**src/rtl/gpio_stim_pkg.sv**
```systemverilog
// Shared types for the GPIO stimulus sequencer: opcodes, script entry layout
// for the default geometry (32 GPIOs, 24-bit argument) and error codes.
package gpio_stim_pkg;

  typedef enum logic [2:0] {
    OP_NOP       = 3'd0,
    OP_DRIVE     = 3'd1,
    OP_WAIT_HIGH = 3'd2,
    OP_WAIT_LOW  = 3'd3,
    OP_DELAY     = 3'd4,
    OP_END       = 3'd5,
    OP_ILL6      = 3'd6,
    OP_ILL7      = 3'd7
  } op_e;

  localparam int DEF_NUM_GPIO = 32;
  localparam int DEF_ARG_W    = 24;
  localparam int DEF_IDX_W    = $clog2(DEF_NUM_GPIO);

  typedef struct packed {
    op_e                  op;
    logic [DEF_IDX_W-1:0] idx;
    logic                 val;
    logic [DEF_ARG_W-1:0] arg;
  } entry_t;

  localparam logic [1:0] ERR_NONE    = 2'b00;
  localparam logic [1:0] ERR_TIMEOUT = 2'b01;
  localparam logic [1:0] ERR_ILLEGAL = 2'b10;

endpackage

```
**src/rtl/gpio_stim_sync.sv**
```systemverilog
// Two-flop synchronizer for the observed DUT gpio_out bus (used only when
// GPIO_STIM_SYNC_EN is defined in the top).
module gpio_stim_sync #(
  parameter int WIDTH = 32
) (
  input  logic             clk,
  input  logic             rst_n,
  input  logic [WIDTH-1:0] d,
  output logic [WIDTH-1:0] q
);

  logic [WIDTH-1:0] meta;

  always_ff @(posedge clk) begin
    if (!rst_n) begin
      meta <= '0;
      q    <= '0;
    end else begin
      meta <= d;
      q    <= meta;
    end
  end

endmodule

```
**src/rtl/gpio_stim_seq.sv**
```systemverilog
// Script-driven GPIO stimulus sequencer. Define GPIO_STIM_SYNC_EN to pass
// gpio_out_i through a 2-flop synchronizer before WAIT evaluation.
//
// state | meaning
// IDLE  | after reset, script may be programmed, waits for start_i
// RUN   | executing entry at pc, one decode per cycle, no fetch cycle
// DONE  | END reached or last entry completed; start_i reruns
// ERR   | timeout or illegal entry; err_code_o/fail_pc_o hold the cause
module gpio_stim_seq
  import gpio_stim_pkg::*;
#(
  parameter int NUM_GPIO = 32,
  parameter int DEPTH    = 16,
  parameter int ARG_W    = 24,
  localparam int IDX_W   = $clog2(NUM_GPIO),
  localparam int PC_W    = $clog2(DEPTH),
  localparam int ENTRY_W = 3 + IDX_W + 1 + ARG_W
) (
  input  logic                clk,
  input  logic                rst_n,
  input  logic                start_i,
  input  logic [NUM_GPIO-1:0] gpio_out_i,
  output logic [NUM_GPIO-1:0] gpio_in_o,
  input  logic                prog_we_i,
  input  logic [PC_W-1:0]     prog_addr_i,
  input  logic [ENTRY_W-1:0]  prog_data_i,
  output logic                busy_o,
  output logic                done_o,
  output logic                error_o,
  output logic [1:0]          err_code_o,
  output logic [PC_W-1:0]     fail_pc_o
);

  typedef enum logic [1:0] {ST_IDLE, ST_RUN, ST_DONE, ST_ERR} state_e;

  localparam logic [PC_W-1:0]  PC_LAST  = PC_W'(DEPTH - 1);
  localparam logic [ARG_W-1:0] CNT_MAX  = '1;
  localparam int               IDX_SPAN = 1 << IDX_W;

  state_e              state;
  logic [PC_W-1:0]     pc;
  logic [ARG_W-1:0]    cnt;
  logic [ENTRY_W-1:0]  script [DEPTH];
  logic [NUM_GPIO-1:0] gpio_obs;

`ifdef GPIO_STIM_SYNC_EN
  gpio_stim_sync #(.WIDTH(NUM_GPIO)) u_sync (
    .clk   (clk),
    .rst_n (rst_n),
    .d     (gpio_out_i),
    .q     (gpio_obs)
  );
`else
  assign gpio_obs = gpio_out_i;
`endif

  always_ff @(posedge clk) begin
    if (prog_we_i && (state != ST_RUN)) begin
      script[prog_addr_i] <= prog_data_i;
    end
  end

  logic [ENTRY_W-1:0] cur;
  op_e                cur_op;
  logic [IDX_W-1:0]   cur_idx;
  logic               cur_val;
  logic [ARG_W-1:0]   cur_arg;
  logic [ARG_W-1:0]   arg_m1;
  logic               idx_bad;

  assign cur     = script[pc];
  assign cur_op  = op_e'(cur[ENTRY_W-1 -: 3]);
  assign cur_idx = cur[ARG_W+1 +: IDX_W];
  assign cur_val = cur[ARG_W];
  assign cur_arg = cur[ARG_W-1:0];
  assign arg_m1  = cur_arg - ARG_W'(1);

  // Index range only matters when NUM_GPIO is not a power of two.
  if (NUM_GPIO < IDX_SPAN) begin : g_idx_chk
    assign idx_bad = (int'(cur_idx) >= NUM_GPIO);
  end else begin : g_idx_full
    assign idx_bad = 1'b0;
  end

  logic       advance;
  logic       do_err;
  logic [1:0] err_sel;
  logic       wait_hit;

  always_comb begin
    advance  = 1'b0;
    do_err   = 1'b0;
    err_sel  = ERR_NONE;
    wait_hit = (gpio_obs[cur_idx] == (cur_op == OP_WAIT_HIGH));
    case (cur_op)
      OP_NOP, OP_END: advance = 1'b1;
      OP_DRIVE: begin
        if (idx_bad) begin
          do_err  = 1'b1;
          err_sel = ERR_ILLEGAL;
        end else begin
          advance = 1'b1;
        end
      end
      OP_WAIT_HIGH, OP_WAIT_LOW: begin
        if (idx_bad) begin
          do_err  = 1'b1;
          err_sel = ERR_ILLEGAL;
        end else if (wait_hit) begin
          advance = 1'b1;
        end else if ((cur_arg != '0) && (cnt >= arg_m1)) begin
          do_err  = 1'b1;
          err_sel = ERR_TIMEOUT;
        end
      end
      OP_DELAY: advance = (cur_arg <= ARG_W'(1)) || (cnt >= arg_m1);
      default: begin
        do_err  = 1'b1;
        err_sel = ERR_ILLEGAL;
      end
    endcase
  end

  always_ff @(posedge clk) begin
    if (!rst_n) begin
      state      <= ST_IDLE;
      pc         <= '0;
      cnt        <= '0;
      gpio_in_o  <= '0;
      busy_o     <= 1'b0;
      done_o     <= 1'b0;
      error_o    <= 1'b0;
      err_code_o <= ERR_NONE;
      fail_pc_o  <= '0;
    end else begin
      case (state)
        ST_IDLE, ST_DONE, ST_ERR: begin
          if (start_i) begin
            state      <= ST_RUN;
            pc         <= '0;
            cnt        <= '0;
            busy_o     <= 1'b1;
            done_o     <= 1'b0;
            error_o    <= 1'b0;
            err_code_o <= ERR_NONE;
          end
        end
        ST_RUN: begin
          if (do_err) begin
            state      <= ST_ERR;
            cnt        <= '0;
            busy_o     <= 1'b0;
            error_o    <= 1'b1;
            err_code_o <= err_sel;
            fail_pc_o  <= pc;
          end else if (advance) begin
            cnt <= '0;
            if (cur_op == OP_DRIVE) begin
              gpio_in_o[cur_idx] <= cur_val;
            end
            if ((cur_op == OP_END) || (pc == PC_LAST)) begin
              state  <= ST_DONE;
              busy_o <= 1'b0;
              done_o <= 1'b1;
            end else begin
              pc <= pc + PC_W'(1);
            end
          end else if (cnt != CNT_MAX) begin
            cnt <= cnt + ARG_W'(1);
          end
        end
        default: state <= ST_IDLE;
      endcase
    end
  end

endmodule

```
**config.mk**
```make
export PLATFORM = sky130hd
export DESIGN_NAME = gpio_stim_seq
export DESIGN_NICKNAME = d
export VERILOG_FILES = /design/src/rtl/gpio_stim_pkg.sv /design/src/rtl/gpio_stim_sync.sv /design/src/rtl/gpio_stim_seq.sv
export SDC_FILE = /design/constraint.sdc
export NUM_CORES = 1
export LEC_CHECK = 0
export BUFFER_PORTS_ARGS = -buffer_cell sky130_fd_sc_hd__buf_2
export CAP_MARGIN = 30
export CELL_PAD_IN_SITES_DETAIL_PLACEMENT = 2
export CELL_PAD_IN_SITES_GLOBAL_PLACEMENT = 2
export CORE_MARGIN = 8
export CORE_UTILIZATION = 42
export DETAILED_ROUTE_END_ITERATION = 16
export PLACE_DENSITY = 0.85
export SYNTH_ARGS = -nofsm -noshare
export SYNTH_HDL_FRONTEND = slang
export SYNTH_SLANG_ARGS = --single-unit
```
**constraint.sdc**
```tcl
create_clock -name clk -period 5.9 [get_ports clk]
set_input_delay 1.18 -clock clk [delete_from_list [all_inputs] [get_ports clk]]
set_output_delay 1.18 -clock clk [all_outputs]
set_load 0.005 [all_outputs]
```
### Yosys cells after proc, flatten, opt, wreduce, memory -nomap -nowiden

Memory sizes are Yosys's and may differ from the RTL's. A register that Yosys moved wholly into a read port is not among the register bits.
Cells that the tools add are included.

* flip-flop bits (word level): 71
* memory bits (writable): 528
* input port bits: 73
* output and inout port bits: 41
* logic and storage cells: 105
* memories: 1

* add/subtract/negate cells: 3
* order comparisons: 4
* eq/ne operators: 21
* mux-type cells: 47
* bitwise gates (word level): 1
* reduce and logical (&&, ||, !) cells: 19

Memory list
* script: words 16, bits a word 33, rd ports 1, clocked after memory_dff 1, write ports 1, RTL line gpio_stim_seq.sv:43 `logic [ENTRY_W-1:0] script [DEPTH];`

Operators with widths (number)
* two-way mux 24 bit: 4
* one-hot mux 24 bit (2 select lines): 1
* bitwise mux 32 bit: 1
* adder 24 x 1 -> 24 bit, second input constant: 1
* >= comparator 24 bit: 1
* <= comparator 24 x 1 -> 1 bit, second input constant: 1
* two-way mux 4 bit: 6
* != test 24 bit, second input constant: 1
* nonzero test 24 bit: 1
* subtractor 24 x 1 -> 24 bit, second input constant: 1
* two-way mux 1 bit: 18
* two-way mux 2 bit: 6
* != test 2 bit, second input constant: 6
* one-hot mux 2 bit (2 select lines): 3
* AND reduction 4 bit: 3
* one-hot mux 1 bit (2 select lines): 4
* one-hot mux 4 bit (2 select lines): 1
* == test 3 x 2 -> 1 bit, second input constant: 2
* == test 3 bit, second input constant: 2
* < comparator 5 x 6 -> 1 bit, second input constant: 1
* != test 3 bit, second input constant: 2
* AND reduction 2 bit: 3
* OR reduction 3 bit: 2
* binary-select mux 1 bit (select 5 bit): 1
* other kinds (19): 23

### Longest topological paths before layout

Gate-level depths: netlist of the first run.

* depth after elaboration: 10
* gate-level depth with buffers: 30
* gate-level depth less buffers: 21

### Least setup slack after synthesis of the first run

OpenSTA, ideal clock, no wires.

* path kind: register to register
* from: register with a tool-made name
* to: register cnt[0]
* library setup time: 0.114 ns
* arrival: 5.592 ns
* data required time: 5.786 ns
* setup slack: 0.194 ns
* cell stages (with the launch flop): 28
* buffers on the path: 7
* clock period less this slack: 5.706 ns
* cell sequence: dfxtp_1 > buf_2 > buf_2 > buf_2 > buf_2 > buf_2 > buf_1 > mux4_2 > mux4_2 > inv_1 > ha_1 > nand2_1 > nor2_1 > and3_1 > xnor2_1 > ha_1 > a21oi_1 > o21ai_0 > nor3_1 > nor3b_1 > o211ai_1 > a21oi_1 > a21boi_2 > o32a_1 > o21ai_2 > clkbuf_1 > nor3b_1 > a21o_1

RTL lines
* to (signal assigned): RTL line gpio_stim_seq.sv:169 `cnt <= cnt + ARG_W'(1);`
* to (decl): RTL line gpio_stim_seq.sv:42 `logic [ARG_W-1:0] cnt;`

==> qor.txt, run 1 <==
======================================================================================
First-pass detailed-route iteration total ...............................            6
Highest attainable clock frequency ......................................      171 MHz
CP top delay family ..................................................... simple AND/OR/NAND/NOR gates
Worst Hold Class ........................................................      reg2reg
DRC marker count from the first detailed-route iteration ................         1370
Width of the chip .......................................................       261 um
Path depth of the worst reg2reg path ....................................           23
Average cell area after synthesis .......................................   16.9 sq um
Critical path endpoint category .........................................    flip-flop
Worst-case clock skew ...................................................    0.0266 ns
Post-Syn Instances ......................................................         1489
# Max-Cap Violations ....................................................            0
Depth of the worst hold-timing path .....................................            2
Length of routed met2 wiring ............................................      44.2 mm
Final-report setup violation count ......................................            0
CP cell instances ....................................................... buf_12, mux4_2, mux4_2, or2_0, nor3_2, buf_4, nand3_2, nor2_2, and2_4, nand3b_1, or3_4, nor3_4, xnor2_1, ha_1, o2111ai_1, a21oi_2, a21oi_2, a21boi_2, o32a_1, o21ai_2, and2_1, buf_6, a221o_1
Weighted congestion reported at the end of routability-driven placement .        0.808
Setup Slack @ Placement .................................................    -0.408 ns
Die Span Y ..............................................................       261 um
Slack of the worst reg-to-reg path ......................................      0.05 ns
Fill cell total of the finished layout ..................................         5478
Critical register-to-register path endpoint .............................      cnt[18]
Async SR Flop Fraction ..................................................           0%
Share of final-layout standard cells stronger than drive strength 1 .....        28.6%
Final net count .........................................................         1772
Final Slew Violations ...................................................            0
Maximum resistive drop on vdd ...........................................     0.290 mV
Vias in the first global route ..........................................        17000
Global-route congestion overflow total ..................................            0
Capture point of the critical path ......................................      cnt[18]
Path length in cells of the critical path ...............................           23
Leakage power figure ....................................................   0.00973 uW
Biggest fanout along the worst timing path ..............................           15
H-tree level count ......................................................            3
Total Die Area ..........................................................  68200 sq um
Routed wirelength normalized by instance count ..........................      35.0 um
Std-Cell Core Area ......................................................  59900 sq um
Hold Fails Final Rpt ....................................................            0
Count of standard-cell rows .............................................           90
Insertion delay of the later-clocked pin in the worst-skew pair .........      0.61 ns
Mapped Area .............................................................  25200 sq um
Clock share of power ....................................................        45.3%
Number of antenna violations at the first check in global routing .......           13
Sum of met3 wire segment lengths after detailed routing .................      5.18 mm
Post-synth cell types ...................................................           75
Crit start category .....................................................    flip-flop
Sum of net half-perimeters after detailed placement .....................      51.2 mm
Slew @ Worst Pin ........................................................     0.999 ns
Number of top-level design ports ........................................          114
Via total after detailed routing ........................................        15700
YS warnings .............................................................            0
Sequential fraction of the synthesis area ...............................        68.8%
Inserted Clock Buffers ..................................................           67
Dpl cell area ...........................................................  27000 sq um
Longest Clk Path Bufs ...................................................            3
Final WS setup ..........................................................    0.0526 ns
Total number of clock tree sinks ........................................          603
Logic gate share of total power .........................................         4.7%
Clock period minus final worst setup slack ..............................      5.85 ns
Sequential fraction of design power .....................................        49.9%
Master cell of the clock root buffer .................................... sky130_fd_sc_hd__clkbuf_16
Fraction of power spent switching nets ..................................        22.9%
Number of vias per cell after detailed routing ..........................         6.26
Count of buffers from port buffering ....................................          113
Worst setup path category ...............................................      reg2reg
Area of all placed cells without fillers ................................  29600 sq um
Register bit total from synthesis .......................................          603
Net count after synthesis ...............................................         1590
TritonCTS clock tree ....................................................          yes
Top Layer Used ..........................................................         met5
Overall fraction of global-route tracks in use ..........................        25.5%
Arr. time, crit path ....................................................      6.34 ns
Post-route fraction of the period consumed by the critical path .........        99.1%
Max_slew headroom .......................................................        33.2%
Number of synthesized flops with an enable pin ..........................          528
Critical Path Max Stage Delay ...........................................      0.54 ns
P per Cell Area .........................................................  318 nW/um^2
Starting density of the core ............................................        42.1%
Number of buffers and inverters on the critical path ....................            3
Clk slew on worst S/H paths .............................................      0.07 ns
Req. time, crit path ....................................................      6.40 ns
Run status .............................................................. finished, final reports clean
Maximum number of pins on one net before global-route repair ............           44
Routed wire length ......................................................      87.8 mm
Wire length of the first global-routing pass ............................       125 mm
Pint ....................................................................      7260 uW
Worst path slowest cell ................................................. sky130_fd_sc_hd__mux4_2
Sum of routed wire segments on met1 .....................................      34.7 mm
Number of nets still failing antenna checks after routing ...............            0
Worst hold slack after final layout .....................................     0.467 ns
Area added between synthesis and finish .................................        17.3%
Switching Power .........................................................      2160 uW
Number of DRC violations after detailed routing .........................            0
Commonest register cell after synthesis ................................. sky130_fd_sc_hd__edfxtp_1
======================================================================================
==> timing repair <==
item	CTS	global route
setup endpoints to repair	42	40
buffers inserted	5	10
resized for setup	20	14
pin swaps	3	5
cloned	2	1
hold buffers	0	0
==> per-layer routing <==
layer / vias to the layer above / track usage, %
met1: 8417 / 31.5
li1: 6364 / -
met4: 16 / 11.3
met2: 674 / 43.6
met5: - / 0
met3: 234 / 4.64
==> how the worst min path moves through the flow <==
stage / start / end
global route: gpio_in_o[14] / gpio_in_o[14]
CTS: gpio_in_o[26] / gpio_in_o[26]
global placement: gpio_in_o[26] / gpio_in_o[26]
floorplan: state[1] / state[1]
finish: gpio_in_o[26] / gpio_in_o[26]
detailed placement: gpio_in_o[22] / gpio_in_o[22]
==> cells in the final DEF, fill, tap and decap left out, drive strengths merged, types with 5 or more instances in the layout <==
master   Yosys  final
xnor2       14     14
mux4       143    143
or3          6      6
nand3       53     53
nor4         6      6
edfxtp     528    528
a22oi       10     10
a22o        10     10
o21ai       36     36
a221oi       7      7
mux2         6      6
xor2        15     15
nand2b      10     10
a221o        8      8
ha          28     28
nand4       13     13
nor2        95     95
bufinv       0      6
clkinv       1     31
nor2b       10     10
or2          5      5
a31oi        5      5
o211ai       8      8
o2111ai      5      5
mux2i       51     51
dfxtp       75     75
a21oi       40     40
clkbuf      25     80
inv         19     22
and3        14     14
a211oi       5      5
nor3        13     13
a21o         8      8
nand2      111    111
buf         44    179
==> layout make-up <==
cell class	count	area [sq um]	area share, %
clock inverters	43	397	1.34
multi-input cells	797	7670	25.9
clock buffers	79	1760	5.96
diodes	4	10.0	0.0338
flip-flops and latches	603	17400	58.7
inverters	20	75.1	0.254
well taps	782	978	3.31
repair buffers	182	1340	4.51
==> worst min-delay path, cell delays in order, from the launching register on <==
cell,delay [ns]
sky130_fd_sc_hd__dfxtp_1,0.31
sky130_fd_sc_hd__nand2_1,0.05
sky130_fd_sc_hd__a21oi_1,0.06
==> Yosys cell counts (6+ instances only) <==
| cell | count | share of area (%) |
|---|---|---|
| sky130_fd_sc_hd__edfxtp_1 | 528 | 63 |
| sky130_fd_sc_hd__mux4_2 | 143 | 13 |
| sky130_fd_sc_hd__nand2_1 | 111 | 1.7 |
| sky130_fd_sc_hd__nor2_1 | 94 | 1.4 |
| sky130_fd_sc_hd__dfxtp_1 | 75 | 6.0 |
| sky130_fd_sc_hd__nand3_1 | 53 | 1.1 |
| sky130_fd_sc_hd__mux2i_1 | 50 | 2.0 |
| sky130_fd_sc_hd__a21oi_1 | 40 | 0.79 |
| sky130_fd_sc_hd__o21ai_0 | 30 | 0.60 |
| sky130_fd_sc_hd__ha_1 | 28 | 1.4 |
| sky130_fd_sc_hd__clkbuf_1 | 25 | 0.37 |
| sky130_fd_sc_hd__buf_2 | 24 | 0.48 |
| sky130_fd_sc_hd__inv_1 | 18 | 0.27 |
| sky130_fd_sc_hd__xor2_1 | 15 | 0.52 |
| sky130_fd_sc_hd__and3_1 | 14 | 0.35 |
| sky130_fd_sc_hd__xnor2_1 | 14 | 0.49 |
| sky130_fd_sc_hd__nand4_1 | 13 | 0.32 |
| sky130_fd_sc_hd__nor3_1 | 12 | 0.24 |
| sky130_fd_sc_hd__a22o_1 | 10 | 0.35 |
| sky130_fd_sc_hd__a22oi_1 | 10 | 0.30 |
| sky130_fd_sc_hd__buf_6 | 10 | 0.45 |
| sky130_fd_sc_hd__nand2b_1 | 10 | 0.25 |
| sky130_fd_sc_hd__nor2b_1 | 10 | 0.25 |
| sky130_fd_sc_hd__a21o_1 | 8 | 0.24 |
| sky130_fd_sc_hd__a221o_1 | 8 | 0.32 |
| sky130_fd_sc_hd__a221oi_1 | 7 | 0.24 |
| sky130_fd_sc_hd__o211ai_1 | 7 | 0.21 |
| sky130_fd_sc_hd__mux2_2 | 6 | 0.27 |
| sky130_fd_sc_hd__or3_1 | 6 | 0.15 |
==> cells by family (layout without fill, tap and decap cells) <==
logic type	count (synthesis)	after routing	share of synthesized area, %
compound gates	187	187	5.28
xor+xnor	29	29	1.01
fa+ha+maj	28	28	1.39
buf+inv	89	324	1.86
flops	603	603	68.8
mux	200	200	15.1
other cells	0	4	0
simple gates	353	353	6.57
==> power by group through the flow <==
stage	logic [uW]	clock network, uW	registers, uW
global route	468	4450	4700
CTS	429	4270	4700
finish	445	4270	4700
global placement	369	0	4780
floorplan	223	0	4780
detailed placement	408	0	4790
==> state kept, by name, indices dropped and copies added (netlist names), named ones only <==
name,count
pc,4
done_o,1
error_o,1
busy_o,1
script,528
gpio_in_o,32
err_code_o,2
fail_pc_o,4
cnt,24
state,2
==> metrics by stage <==
step	util (%)	power, uW	std cells	TNS, ns
6_report	49.4	9410	2510	0
5_1_grt	49.4	9620	2510	-1.81
4_1_cts	49.0	9400	2494	0
3_5_place_dp	45.1	5200	2365	-9.74
3_3_place_gp	45.0	5150	2363	0
2_1_floorplan	-	5010	1489	0
Power figures use the tool's default switching activity.
==> run 2: changes to the inputs <==
--- a/config.mk
+++ b/config.mk
@@ -13,6 +13,7 @@
 export CORE_UTILIZATION = 42
 export DETAILED_ROUTE_END_ITERATION = 16
 export PLACE_DENSITY = 0.85
+export SETUP_SLACK_MARGIN = 0.3
 export SYNTH_ARGS = -nofsm -noshare
 export SYNTH_HDL_FRONTEND = slang
 export SYNTH_SLANG_ARGS = --single-unit
==> run 2 against run 1 <==
Effect of this change:
- the run now ends with negative setup slack left
- clock power increased by 1%
- final area increased by 1.7%
- utilization increased by 0.82 points
- routed wire length increased by 2.6%
- global-route usage decreased by 0.21 points
- final cell count increased by 0.72%
- combinational power increased by 6.5%
- register-to-register slack got worse by 0.13 ns
- die area unchanged
- worst setup slack got worse by 0.13 ns
- first-iteration DRC count increased by 15%
==> qor.txt, run 2 (same netlist as run 1, synthesis figures left out) <==
======================================================================================
Run status .............................................................. finished with violations
Failing checks .......................................................... negative setup slack
Final WS setup ..........................................................   -0.0787 ns
Max reg flops ...........................................................          528
Insertion delay of the later-clocked pin in the worst-skew pair .........      0.62 ns
# Max-Cap Violations ....................................................            0
Startpoint of the worst hold path ....................................... gpio_in_o[21]
Total number of clock tree sinks ........................................          603
Highest attainable clock frequency ......................................      167 MHz
Std-Cell Core Area ......................................................  59900 sq um
Path depth of the worst reg2reg path ....................................           23
Number of nets still failing antenna checks after routing ...............            0
Routed wirelength normalized by instance count ..........................      35.6 um
Final Slew Violations ...................................................            0
Setup repair after global routing missed its margin .....................         true
Slew @ Worst Pin ........................................................     0.987 ns
Number of top-level design ports ........................................          114
Number of vias per cell after detailed routing ..........................         6.32
Logic gate share of total power .........................................         5.0%
TritonCTS clock tree ....................................................          yes
Critical path endpoint category .........................................    flip-flop
Weighted congestion reported at the end of routability-driven placement .        0.823
Depth of the worst hold-timing path .....................................            2
Worst setup path category ...............................................      reg2reg
Crit start category .....................................................    flip-flop
Final TNS setup .........................................................    -0.746 ns
Length of routed met2 wiring ............................................      46.0 mm
Clock period minus final worst setup slack ..............................      5.98 ns
Arr. time, crit path ....................................................      6.50 ns
Number of antenna violations at the first check in global routing .......            8
Req. time, crit path ....................................................      6.42 ns
Fraction of power spent switching nets ..................................        22.7%
Total Die Area ..........................................................  68200 sq um
Vias in the first global route ..........................................        17100
Final net count .........................................................         1797
Sum of routed wire segments on met1 .....................................      34.3 mm
Biggest fanout along the worst timing path ..............................           28
H-tree level count ......................................................            3
Width of the chip .......................................................       261 um
First-pass detailed-route iteration total ...............................            5
Final design utilization ................................................        50.2%
Routed wire length ......................................................      90.0 mm
Global-route congestion overflow total ..................................            0
Maximum resistive drop on vdd ...........................................     0.294 mV
Post-route fraction of the period consumed by the critical path .........         101%
Clk slew on worst S/H paths .............................................      0.06 ns
Max_slew headroom .......................................................        34.1%
Longest Clk Path Bufs ...................................................            3
Via total after detailed routing ........................................        16000
Slack of the worst reg-to-reg path ......................................     -0.08 ns
CP top delay family ..................................................... compound AO/OA/AOI/OAI gates
Hold Crit Endpoint ...................................................... gpio_in_o[21]
DRC marker count from the first detailed-route iteration ................         1575
Fill cell total of the finished layout ..................................         5356
Maximum number of pins on one net before global-route repair ............           43
CP cell instances ....................................................... buf_12, nor2b_2, a221oi_1, nor2_1, o2111ai_4, buf_4, nor2_4, and3_1, xnor2_1, ha_1, a21oi_2, o21ai_2, nor3_4, nor3b_2, o211ai_1, buf_4, a21oi_4, a21boi_2, nand4bb_1, o21ai_2, and2_4, buf_12, a21o_1
Starting density of the core ............................................        42.1%
Worst path slowest cell ................................................. sky130_fd_sc_hd__a221oi_1
Worst Hold Class ........................................................      reg2reg
Top Layer Used ..........................................................         met5
Final-report setup violation count ......................................           19
Number of DRC violations after detailed routing .........................            0
Master cell of the clock root buffer .................................... sky130_fd_sc_hd__clkbuf_16
Count of standard-cell rows .............................................           90
Commonest non-fill, non-tap cell in the layout .......................... sky130_fd_sc_hd__edfxtp_1
Count of buffers from port buffering ....................................          113
Die Span Y ..............................................................       261 um
Sum of net half-perimeters after detailed placement .....................      51.3 mm
Pint ....................................................................      7340 uW
Worst-case clock skew ...................................................    0.0432 ns
Wire length of the first global-routing pass ............................       124 mm
Sequential fraction of design power .....................................        49.5%
Overall fraction of global-route tracks in use ..........................        25.3%
Switching Power .........................................................      2160 uW
Critical register-to-register path endpoint .............................       cnt[0]
Number of buffers and inverters on the critical path ....................            4
Area added between synthesis and finish .................................        19.2%
Top reg by flops ........................................................       script
Sum of met3 wire segment lengths after detailed routing .................      5.47 mm
P per Cell Area .........................................................  316 nW/um^2
Hold Fails Final Rpt ....................................................            0
Most frequent cells in the layout ....................................... sky130_fd_sc_hd__edfxtp_1, sky130_fd_sc_hd__mux4_2, sky130_fd_sc_hd__buf_2
Top flop regs ........................................................... script: 528 flops, gpio_in_o: 32 flops, cnt: 24 flops
Share of final-layout standard cells stronger than drive strength 1 .....        30.2%
Leakage power figure ....................................................   0.00994 uW
Clock share of power ....................................................        45.5%
Inserted Clock Buffers ..................................................           68
Critical Path Max Stage Delay ...........................................      0.77 ns
======================================================================================
## run 2: metrics by stage
| step | instances | instance area [sq um] | hold slack (ns) | power, uW | setup WS, ns |
|---|---|---|---|---|---|
| floorplan | 1489 | 25200 | 0.446 | 5010 | 0.370 |
| global placement | 2365 | 27000 | 0.449 | 5160 | 0.255 |
| finish | 2528 | 30100 | 0.470 | 9500 | -0.0787 |
| detailed placement | 2369 | 27100 | 0.463 | 5200 | -0.311 |
| global route | 2526 | 30100 | 0.494 | 9690 | -0.104 |
| CTS | 2502 | 29700 | 0.474 | 9450 | 0.302 |
## run 2: power groups by stage
stage / registers, uW / clock network (uW) / logic (uW)
final: 4700 / 4330 / 474
after detailed placement: 4790 / 0 / 411
after global placement: 4780 / 0 / 373
after floorplan: 4780 / 0 / 223
after global routing: 4700 / 4490 / 496
after CTS: 4700 / 4310 / 441
## run 2: worst reg2reg max path, delay by kind of cell (launching register included)
kind	cells	cell delay (ns)
AOI/OAI and AO/OA	9	2.33
xor gates and xnor gates	1	0.16
adders and majority gates	1	0.35
buffers and inverters	4	0.83
DFF	1	0.64
and+or+nand+nor	8	1.57
## run 2: final cells by class
cell class	count	area, sq um	area share [%]
Tap cell	782	978	3.25
Inverter	20	75.1	0.250
Clock buffer	85	1810	6.01
Clock inverter	32	369	1.23
Multi-Input combinational cell	797	7800	25.9
Timing Repair Buffer	206	1680	5.60
Antenna cell	3	7.51	0.0250
Sequential cell	603	17400	57.7
## run 2: worst max-delay path by stage
stage / slack, ns / end / cells after the start / startpoint
CTS: 0.30 / cnt[5] / 24 / flip-flop
global route: -0.10 / cnt[16] / 23 / flip-flop
global placement: 0.26 / cnt[21] / 22 / flip-flop
floorplan: 0.37 / cnt[20] / 29 / flip-flop
detailed placement: -0.31 / cnt[12] / 22 / flip-flop
finish: -0.08 / cnt[0] / 23 / flip-flop
## run 2: metal layers
metal,GRT usage [%],up-vias
met5,0,-
met1,31.0,8496
met4,9.38,12
li1,-,6405
met3,5.08,268
met2,44.1,786
## run 2: what timing repair did
action,4_1_cts,5_1_grt
pin swaps,14,38
setup buffers,10,17
hold buffers,0,0
gates cloned,6,5
setup endpoints to repair,43,43
resized for setup,37,37
